[config.mk]
export PLATFORM = sky130hd
export DESIGN_NAME = subtraction_unit
export DESIGN_NICKNAME = d
export VERILOG_FILES = /design/src/rtl/subtraction_unit.sv
export SDC_FILE = /design/constraint.sdc
export NUM_CORES = 1
export LEC_CHECK = 0
export CORE_MARGIN = 5
export CORE_UTILIZATION = 54
export CTS_CLUSTER_DIAMETER = 80
export DETAILED_ROUTE_END_ITERATION = 16
export PLACE_DENSITY = 0.87
export SLEW_MARGIN = 0
export SYNTH_ARGS = -nofsm -noshare
export SYNTH_HDL_FRONTEND = slang
export SYNTH_SLANG_ARGS = --single-unit
export TNS_END_PERCENT = 50
[constraint.sdc]
create_clock -name elk -period 6.2 [get_ports elk]
set_clock_uncertainty 0.05 [all_clocks]
set_input_delay 1.24 -clock elk [delete_from_list [all_inputs] [get_ports elk]]
set_output_delay 1.24 -clock elk [all_outputs]
set_load 0.05 [all_outputs]
[src/rtl/subtraction_unit.sv]
// -----------------------------------------------------------------------------
// subtraction_unit
//   Registered subtract/compare execution unit for the ALU datapath.
//   Result and flags are computed as X + ~Y + Cin at WIDTH+1 bits. The carry
//   flag uses the "carry = NOT borrow" convention. One cycle of latency, no
//   handshake.
//
// Optional feature:
//   SUB_SAT_EN - when defined, sel=110 is SUBS, a saturating signed subtract.
//                When undefined, sel=110 behaves as NOP.
//
// Ports:
//   elk  in   clock, rising edge
//   rst  in   asynchronous active-high reset
//   opA  in   operand A (minuend)
//   opB  in   operand B (subtrahend)
//   sel  in   op select: 000 NOP, 001 SUB, 010 RSB, 011 SBC, 100 CMP,
//             101 NEG, 110 SUBS/NOP, 111 reserved (NOP)
//   res  out  registered result
//   z    out  registered zero flag
//   c    out  registered carry flag (1 = no borrow)
//   v    out  registered signed-overflow flag
// -----------------------------------------------------------------------------
module subtraction_unit #(
   parameter int WIDTH = 32
) (
   input  logic             elk,
   input  logic             rst,
   input  logic [WIDTH-1:0] opA,
   input  logic [WIDTH-1:0] opB,
   input  logic [2:0]       sel,
   output logic [WIDTH-1:0] res,
   output logic             z,
   output logic             c,
   output logic             v
);

   localparam logic [2:0] OP_SUB  = 3'b001;
   localparam logic [2:0] OP_RSB  = 3'b010;
   localparam logic [2:0] OP_SBC  = 3'b011;
   localparam logic [2:0] OP_CMP  = 3'b100;
   localparam logic [2:0] OP_NEG  = 3'b101;
   localparam logic [2:0] OP_SUBS = 3'b110;

   localparam logic [WIDTH-1:0] SAT_MAX = {1'b0, {(WIDTH-1){1'b1}}};
   localparam logic [WIDTH-1:0] SAT_MIN = {1'b1, {(WIDTH-1){1'b0}}};

   logic [WIDTH-1:0] res_q, res_d;
   logic             z_q, z_d;
   logic             c_q, c_d;
   logic             v_q, v_d;
   // Carry fed to SBC; tracks the carry of the last flag-writing op.
   logic             cin_q, cin_d;

   logic [WIDTH-1:0] x, y;
   logic             cin;
   logic             upd_flags;
   logic             upd_res;
   logic             sat;
   logic [WIDTH:0]   sum;
   logic [WIDTH-1:0] diff;
   logic [WIDTH-1:0] diff_fin;
   logic             ovf;

   always_comb begin
      x         = opA;
      y         = opB;
      cin       = 1'b1;
      upd_flags = 1'b0;
      upd_res   = 1'b0;
      sat       = 1'b0;
      case (sel)
         OP_SUB: begin
            upd_flags = 1'b1;
            upd_res   = 1'b1;
         end
         OP_RSB: begin
            x         = opB;
            y         = opA;
            upd_flags = 1'b1;
            upd_res   = 1'b1;
         end
         OP_SBC: begin
            cin       = cin_q;
            upd_flags = 1'b1;
            upd_res   = 1'b1;
         end
         OP_CMP: begin
            upd_flags = 1'b1;
         end
         OP_NEG: begin
            x         = '0;
            y         = opA;
            upd_flags = 1'b1;
            upd_res   = 1'b1;
         end
`ifdef SUB_SAT_EN
         OP_SUBS: begin
            upd_flags = 1'b1;
            upd_res   = 1'b1;
            sat       = 1'b1;
         end
`endif
         default: ;  // NOP, reserved, and SUBS when disabled: hold everything
      endcase
   end

   // Shared subtractor: X + ~Y + Cin, with the extra bit as carry-out.
   always_comb begin
      sum  = {1'b0, x} + {1'b0, ~y} + {{WIDTH{1'b0}}, cin};
      diff = sum[WIDTH-1:0];
      ovf  = (x[WIDTH-1] != y[WIDTH-1]) && (diff[WIDTH-1] != x[WIDTH-1]);
      diff_fin = diff;
      // On signed overflow the sign of X tells the direction: a negative X
      // overflowed past the most negative value, a positive X past the max.
      if (sat && ovf)
         diff_fin = x[WIDTH-1] ? SAT_MIN : SAT_MAX;
   end

   always_comb begin
      res_d = res_q;
      z_d   = z_q;
      c_d   = c_q;
      v_d   = v_q;
      cin_d = cin_q;
      if (upd_res)
         res_d = diff_fin;
      if (upd_flags) begin
         z_d   = (diff_fin == '0);
         c_d   = sum[WIDTH];
         v_d   = ovf;
         cin_d = sum[WIDTH];
      end
   end

   always_ff @(posedge elk or posedge rst) begin
      if (rst) begin
         res_q <= '0;
         z_q   <= 1'b0;
         c_q   <= 1'b0;
         v_q   <= 1'b0;
         cin_q <= 1'b0;
      end else begin
         res_q <= res_d;
         z_q   <= z_d;
         c_q   <= c_d;
         v_q   <= v_d;
         cin_q <= cin_d;
      end
   end

   assign res = res_q;
   assign z   = z_q;
   assign c   = c_q;
   assign v   = v_q;

endmodule

Word level (Yosys, flattened, before mapping):

Index checks and enable logic that the tools add are counted.

* bitwise operators: 1
* $add $sub $neg: 2
* mux-type cells: 5
* reduce and logical (&&, ||, !) cells: 5
* eq/ne operators: 7

Operator list (number)
* 32-bit case mux with 2 select lines: 1
* 32-bit by 32-bit adder with 33-bit output: 1
* 33-bit by 1-bit adder with 33-bit output: 1
* 32-bit zero test: 1
* 32-bit 2-to-1 mux: 1
* 32-bit NOT: 1
* 3-bit by 2-bit == test with 1-bit output (second input constant): 2
* 3-bit == test (second input constant): 2
* 5-bit OR reduction: 1
* 4-bit OR reduction: 1
* 3-bit by 1-bit == test with 1-bit output (second input constant): 1
* 1-bit 2-to-1 mux: 3
* 1-bit != test: 2
* 2-bit OR reduction: 1
* 1-bit logical AND: 1

* output and inout bits: 35
* input port bits: 69
* logic and storage cells: 24
* flip-flop bits (word level): 35

Logic depth before layout (Yosys ltp):

Gate-level depths: netlist (run 1).

* depth in word-level cells: 8
* depth in mapped cells: 16
* gate-level depth less buffers: 14

Least setup slack after synthesis (run 1):

OpenSTA, ideal clock, no wires.

* kind: in2reg
* start: input sel[0]
* end: register z_q (netlist: z)
* data arrival time: 4970 ps
* setup time: 76 ps
* path buffers: 2
* path slack: 1103 ps
* required time: 6074 ps
* stages on the path: 16
* path through: nor3b_1 a21oi_1 clkbuf_1 clkbuf_1 mux2i_1 fa_1 fa_1 a21o_1 nand4_1 a211oi_2 o21a_1 or4_4 a2111oi_2 and4_1 nand4_1 o21ai_1

* word-level cells in the longest chain between the ends: 7
* elaborated cells between the ends (all ways): 15
* those cells by class: add/sub (2); eq/ne (5); mux (4); bitwise (1); reduce/logical (3)

Ends and longest elaborated chain
* start, declared: RTL line 31 `input logic [2:0] sel,`
* 3-bit == test / 3-bit by 2-bit == test with 1-bit output (equally long branches): RTL line 72 `case (sel)`
* 2-bit OR reduction (no source line)
* 32-bit 2-to-1 mux: RTL line 72
* 32-bit NOT: RTL line 110 `sum = {1'b0, x} + {1'b0, ~y} + {{WIDTH{1'b0}}, cin};`
* 32-bit by 32-bit adder with 33-bit output: RTL line 110
* 33-bit by 1-bit adder with 33-bit output: RTL line 110
* 32-bit zero test: RTL line 129 `z_d = (diff_fin == '0);`
* end signal, assigned: RTL line 145 `z_q <= z_d;`
* end, declared: RTL line 49 `logic z_q, z_d;`

Parallel ways exist; a longest one is shown, timed or not.
A chain may end at the register's enable or synchronous reset.

Worst setup path after layout (run 1):

* start: input sel[1]
* end: register z_q (netlist: z)

Same word-level chain as after synthesis.

==> metrics.md, run 1 <==
| Metric | Value |
|---|---|
| Status | complete, no violations |
| Main combinational cell family by area after synthesis | compound AO/OA/AOI/OAI gates |
| Psw | roughly 740 uW |
| Vias in the first global route | just over 4000 |
| Longest Clk Path Bufs | 2 |
| IO Pins | 104 |
| Die Height | 96.3 um |
| Drt total wl | around 12 mm |
| Post-synth ARST share | 1.00 |
| DP HPWL | about 9.6 mm |
| Largest net degree at the start of global routing | 60 |
| Final core occ | 0.718 |
| Worst-path clk slew | ~80 ps |
| Placed insts | 672 |
| WL per Instance | between 15 and 20 um |
| CP max-delay cell | clkdlybuf4s50_1 |
| H-tree depth | 2 |
| Ys Warns | 0 |
| Number of enable flip-flop cells after synthesis | 0 |
| CP delay by family, top | compound AO/OA/AOI/OAI gates |
| Cells after synthesis | between 400 and 500 |
| Drt pass-1 iters | 6 |
| PortBufs | 103 |
| Setup WS pre-CTS | 652 ps |
| Pwr dens | roughly 280 nW/um2 |
| Final Cycle Share | 0.849 |
| Area growth from synthesis to layout | 29.7% |
| Avg Inst Size Synth | around 8 um2 |
| Final Instance Area | ~5200 um2 |
| Core area | ~7300 um2 |
| Total CTS buffers | 5 |
| RSZ-0062 raised after global routing | no |
| Final nets | around 700 |
| Fin. Hold Viols | 0 |
| DRC violations left | 0 |
| Die area | approximately 9000 um2 |
| Postcts setup bufs | 0 |
| TritonCTS clock tree | done |
| First-pass GRT wire length | between 15 and 20 mm |
| Crit path DAT | between 5000 and 6000 ps |
| CP Capture Type | register |
| Vias per cell | ~6.2 |
| Initial DRC Count | 182 |
| CTS Hold Buffers Added | 0 |
| Diode count | 0 |
| Worst path cell trace | clkdlybuf4s50_1 -> nor3b_2 -> a21oi_4 -> a22o_1 -> fa_1 -> fa_1 -> a21o_1 -> nand4_1 -> a211oi_2 -> o21a_1 -> or4_4 -> a2111oi_2 -> and4_1 -> nand4_1 -> o21ai_1 |
| Pint | approximately 730 uW |
| CP bufs+invs | 1 |
| Mapped cell area | 4020 um2 |
| Syn nets | roughly 600 |
| Tot GR Track Use | 0.264 |
| Post-synthesis sequential area ratio | 0.218 |
| Adder-Cell Fraction of Synth Area | 0.107 |
| Slew Viols, Final | 0 |
| Post-synth top flop | dfrtp_1 |
| Hold Crit Class | register to register |
| Synth Register Bits | 35 |
| Worst rel slew slack | 0.603 |
| Post-Synth Simple-Gate Area | 0.181 |
| GPL Wtd Cong | 0.906 |
| TNS Setup | 0 ps |
| Startpoint types | primary input |
| CP Class | primary input to register |
| Layout Cells excl Fill | a little under 700 |
| Power share of the combinational group | 0.652 |
| Post-synth cell types | between 60 and 70 |
| Sequential share of power | 0.231 |
| CTS root buf | clkbuf_8 |
| GR Overflow Total | 0 |
| Initial Utilization | 0.554 |
| DIE WIDTH | around 96 um |
| Via count | 4242 |
| Antenna violations before repair | 0 |
| Min Tclk post-route | 5270 ps |
| Post-route ant nets | 0 |
| Maxcap violations | 0 |
| Leak | ~0.0024 uW |
| Switching Fraction | 0.504 |
| Xor/xnor share of the synthesized area | 0.0392 |
| Max stage delay on crit path | approximately 600 ps |
| Share of power burned in the clock network | 0.116 |
| Fmax | around 0.19 GHz |
| DP Area | 5120 um2 |
| Complex-gate fraction of the synthesized area | 0.313 |
| Worst-Margin Slew | about 590 ps |
| Clock sinks | 35 |
| Skew-Pair Late Insertion Delay | ~300 ps |
| Share of cells above drive strength 1 | 0.0620 |
| Post-synthesis mux area share | 0.101 |
| Worst-path fanout max | 6 |
| Crit path required time | between 6000 and 7000 ps |
| Site row count | 31 |
| Worst VDD drop | between 0.2 and 0.25 mV |
| Final setup margin | between 900 and 1000 ps |
| Cts repair resizes | 0 |
| Final Setup Violations | 0 |
## power groups by stage
stage               Clock, uW  Sequential [uW]  Combinational [uW]
global route              183              347                1030
CTS                       170              340                 958
detailed placement          0              344                 952
global placement            0              341                 937
finish                    171              340                 960
floorplan                   0              579                 402
## routing by layer
layer,GRT usage,routed length (um),vias to the layer above
met5,0,0,-
met4,0.0486,168,0
met3,0.0438,636,16
met2,0.466,6150,155
met1,0.339,5110,2016
li1,-,-,2055
## worst register-to-register path, cell delays in order (launching register included)
cell,delay [ps]
dfrtp_1,400
nand4bb_1,230
fa_1,430
fa_1,420
a21o_1,210
nand4_1,220
a211oi_2,170
o21a_1,210
or4_4,430
a2111oi_2,390
and4_1,230
nand4_1,80
o21ai_1,150
## cells in the final DEF, fill, tap and decap left out, types with 12 or more instances in the layout
master and instances:
a21oi_1 30, clkdlybuf4s50_1 103, mux2i_1 35, nand2_1 61, nor3_1 12, a21o_1 18, nor2_1 16, dfrtp_1 35
nand4_1 13, ha_1 31, a22o_1 32, o21ai_0 42
## worst paths after layout
kind,cells past startpoint,start,slack (ps),end
worst max-delay path,15,sel[1],930,z
min in group asynchronous,3,rst,1290,cin_q
max in group asynchronous,3,rst,4480,res[13]
worst max register to register,12,cin_q,2520,z
worst min-delay path,2,res[14],440,res[14]
worst min register to register,2,res[14],440,res[14]
## registers in the layout, summed over array words and instances, names as in the netlist
name	flops
res	32
cin_q	1
v	1
z	1
## layout make-up
class / count / area [um2]
Tap cell: 99 / 124
Clock buffer: 5 / 68.8
Multi-Input combinational cell: 418 / 3010
Inverter: 11 / 41.3
Clock inverter: 3 / 20.0
Sequential cell: 35 / 876
Timing Repair Buffer: 109 / 1080
Fill cell: 610 / 2040
## synthesized netlist by cell type (all sizes together) (7+ instances only)
library cell  count  share of area
a21o             18          0.034
nand4            13          0.020
nor3             12          0.015
a22o             32          0.070
nand3            11          0.014
dfrtp            35           0.22
nand2            61          0.057
or3               7          0.011
xnor2             7          0.015
a31oi             9          0.017
nor2             16          0.015
ha               31          0.097
o31ai             7          0.013
o21ai            44          0.055
xor2             11          0.024
clkbuf           31          0.029
mux2i            35          0.087
inv              11          0.010
a21oi            32          0.043
## logic make-up after synthesis
group	count (synthesis)
AO/OA/AOI/OAI	179
adder cells (fa/ha/maj)	33
buffers and inverters	43
multiplexers	40
AND/OR/NAND/NOR	148
XOR/XNOR	18
flip-flops	35
## metrics by stage
step	total power (uW)	hold slack [ps]
CTS	1470	436
global placement	1280	412
global route	1560	455
detailed placement	1300	419
finish	1470	436
floorplan	981	693
(Power assumes the default switching activity.)
==> inputs of run 2 (changes only) <==
CORE_UTILIZATION = 51   (was 54)
PLACE_DENSITY = 0.83   (was 0.87)
clock period = 5 ns   (was 6.2 ns; I/O delays follow)
==> run 2 against run 1 <==
Net effect:
- via count is 1.2% higher
- sequential share of layout area is 0.90 points lower
- design area is 5.7% higher
- clock power is 54% higher
- highest routed layer unchanged
- count of clock-buffer cells in the layout stayed put
- sequential power is 24% higher
- non-clock buffer count is 28 higher
- wire length hardly changed
- total power is 31% higher
- flip-flop and latch count stayed put
- critical path type unchanged
- critical path depth stayed put
==> metrics.md, run 2 (synthesis gave the netlist of run 1 again) <==
| Metric | Value |
|---|---|
| Share of cells above drive strength 1 | 0.113 (was 0.0620) |
| Post-route ant nets | 0 (unchanged) |
| Site row count | 32 (was 31) |
| Drt total wl | 12.1 mm (about the same) |
| RSZ-0062 raised after global routing | no (unchanged) |
| Area growth from synthesis to layout | 37.1% (was 29.7%) |
| CP Class | primary input to register (unchanged) |
| Longest Clk Path Bufs | 2 (unchanged) |
| IO Pins | 104 (unchanged) |
| Diode count | 0 (unchanged) |
| Postcts setup bufs | 0 (unchanged) |
| GPL Wtd Cong | 0.872 (was 0.906) |
| PortBufs | 103 (unchanged) |
| DRC violations left | 0 (unchanged) |
| Die area | 9750 um2 (was 9270 um2) |
| Vias in the first global route | 4231 (was 4089) |
| Commonest non-fill, non-tap cell in the layout | clkdlybuf4s50_1 (unchanged) |
| Worst-Margin Slew | 692 ps (was 590 ps) |
| CP bufs+invs | 1 (unchanged) |
| Worst-path fanout max | 4 (was 6) |
| Fmax | approximately 0.21 GHz |
| Crit path DAT | 4890 ps (was 5440 ps) |
| GR Overflow Total | 0 (unchanged) |
| CP Capture Type | register (unchanged) |
| Via count | 4294 (was 4242) |
| Maxcap violations | 0 (unchanged) |
| Fin. Hold Viols | 0 (unchanged) |
| First-pass GRT wire length | 19.8 mm (was 19.3 mm) |
| TritonCTS clock tree | done (unchanged) |
| Antenna violations before repair | 0 (unchanged) |
| Final core occ | 0.716 (was 0.718) |
| Status | complete, no violations (unchanged) |
| Layout Cells excl Fill | 711 (was 680) |
| Leak | 0.00256 uW (was 0.00240 uW) |
| Crit path required time | 5170 ps (was 6380 ps) |
| Die Height | 98.8 um (was 96.3 um) |
| CP max-delay cell | clkdlybuf4s50_1 (unchanged) |
| Pwr dens | 349 nW/um2 (was 282 nW/um2) |
| Final Cycle Share | 0.945 |
| Slew Viols, Final | 0 (unchanged) |
| Most frequent CP cell | nand4_1 |
| Most frequent cells in the layout | clkdlybuf4s50_1 (103), nand2_1 (61), o21ai_0 (42) (unchanged) |
| Initial Utilization | 0.523 (was 0.554) |
| WL per Instance | 17.0 um (was 17.7 um) |
| DP HPWL | 9.89 mm (was 9.63 mm) |
| Flip-flop count of the largest register after layout | 32 (unchanged) |
| Vias per cell | 6.04 (was 6.24) |
| Hold_ws | 428 ps (was 436 ps) |
| Worst VDD drop | 0.325 mV (was 0.240 mV) |
| Worst-path clk slew | 80 ps (about the same) |
| Initial DRC Count | 138 (was 182) |
| Hold Crit Class | register to register (unchanged) |
| Core area | 7690 um2 (was 7250 um2) |
| Total CTS buffers | 5 (unchanged) |
| Worst rel slew slack | 0.538 (was 0.603) |
| DIE WIDTH | 98.8 um (was 96.3 um) |
| Max stage delay on crit path | 520 ps (was 600 ps) |
| Placed insts | 703 (was 672) |
| Tot GR Track Use | 0.242 (was 0.264) |
| TNS Setup | 0 ps (unchanged) |
| Drt pass-1 iters | 4 (was 6) |
| CP delay by family, top | compound AO/OA/AOI/OAI gates (unchanged) |
| Worst path cell trace | clkdlybuf4s50_1 -> nor3b_4 -> a21oi_4 -> a22o_1 -> fa_1 -> fa_2 -> a21o_1 -> nand4_1 -> a211oi_2 -> o21a_1 -> or4_4 -> a2111oi_4 -> and4_1 -> nand4_1 -> o21ai_1 (was clkdlybuf4s50_1 -> nor3b_2 -> a21oi_4 -> a22o_1 -> fa_1 -> fa_1 -> a21o_1 -> nand4_1 -> a211oi_2 -> o21a_1 -> or4_4 -> a2111oi_2 -> and4_1 -> nand4_1 -> o21ai_1) |
| Final Setup Violations | 0 (unchanged) |
| Startpoint types | primary input (unchanged) |
| Skew-Pair Late Insertion Delay | 300 ps (about the same) |
| H-tree depth | 2 (unchanged) |
| Min Tclk post-route | 4720 ps |
| Final nets | 710 (was 682) |
| CTS root buf | clkbuf_8 (unchanged) |
| Largest net degree at the start of global routing | 36 (was 60) |
| Clock sinks | 35 (unchanged) |
## run 2: cell type report
cell class	instances	area, um2
Multi-Input combinational cell	418	3060
Clock buffer	5	68.8
Sequential cell	35	876
Timing Repair Buffer	137	1290
Clock inverter	3	43.8
Tap cell	102	128
Fill cell	650	2180
Inverter	11	41.3
## run 2: tightest hold or removal path: stages, from the launching register on
cell and delay [ps]:
dfrtp_1 350, nand2_1 50, o31ai_1 50
## run 2: report_power, final
part	internal [uW]	total, uW	switching, uW
clock	149	263	115
combinational	479	1240	756
sequential	368	422	54.0
total	996	1920	925
## run 2: layer usage
layer / global-route usage / vias to the layer above / share of wire
met4: 0.0494 / 0 / 0.011
met2: 0.446 / 127 / 0.52
met3: 0.0495 / 16 / 0.051
met5: 0 / - / 0
met1: 0.289 / 2028 / 0.42
li1: - / 2123 / -
## run 2: final timing paths
check	startpoint	slack (ps)	cells after the start	to
setup / recovery	sel[1]	280	15	z
hold / removal	v	430	2	v
setup reg to reg	cin_q	1510	12	z
hold reg to reg	v	430	2	v
max in group asynchronous	rst	3510	3	res[10]
min in group asynchronous	rst	1060	3	cin_q
## run 2: per-stage QoR
| stage | instance area, um2 | setup WS, ps | power, uW |
|---|---|---|---|
| after floorplan | 4020 | 143 | 1220 |
| after global placement | 5340 | -60.3 | 1620 |
| after detailed placement | 5340 | -255 | 1640 |
| after CTS | 5450 | 41.0 | 1910 |
| after global routing | 5510 | 15.0 | 2030 |
| final | 5510 | 277 | 1920 |
## run 2: repair_timing
| action | CTS | global route |
|---|---|---|
| gates resized for setup | 0 | 9 |
| setup endpoints to repair | 0 | 1 |
| hold buffers | 0 | 0 |
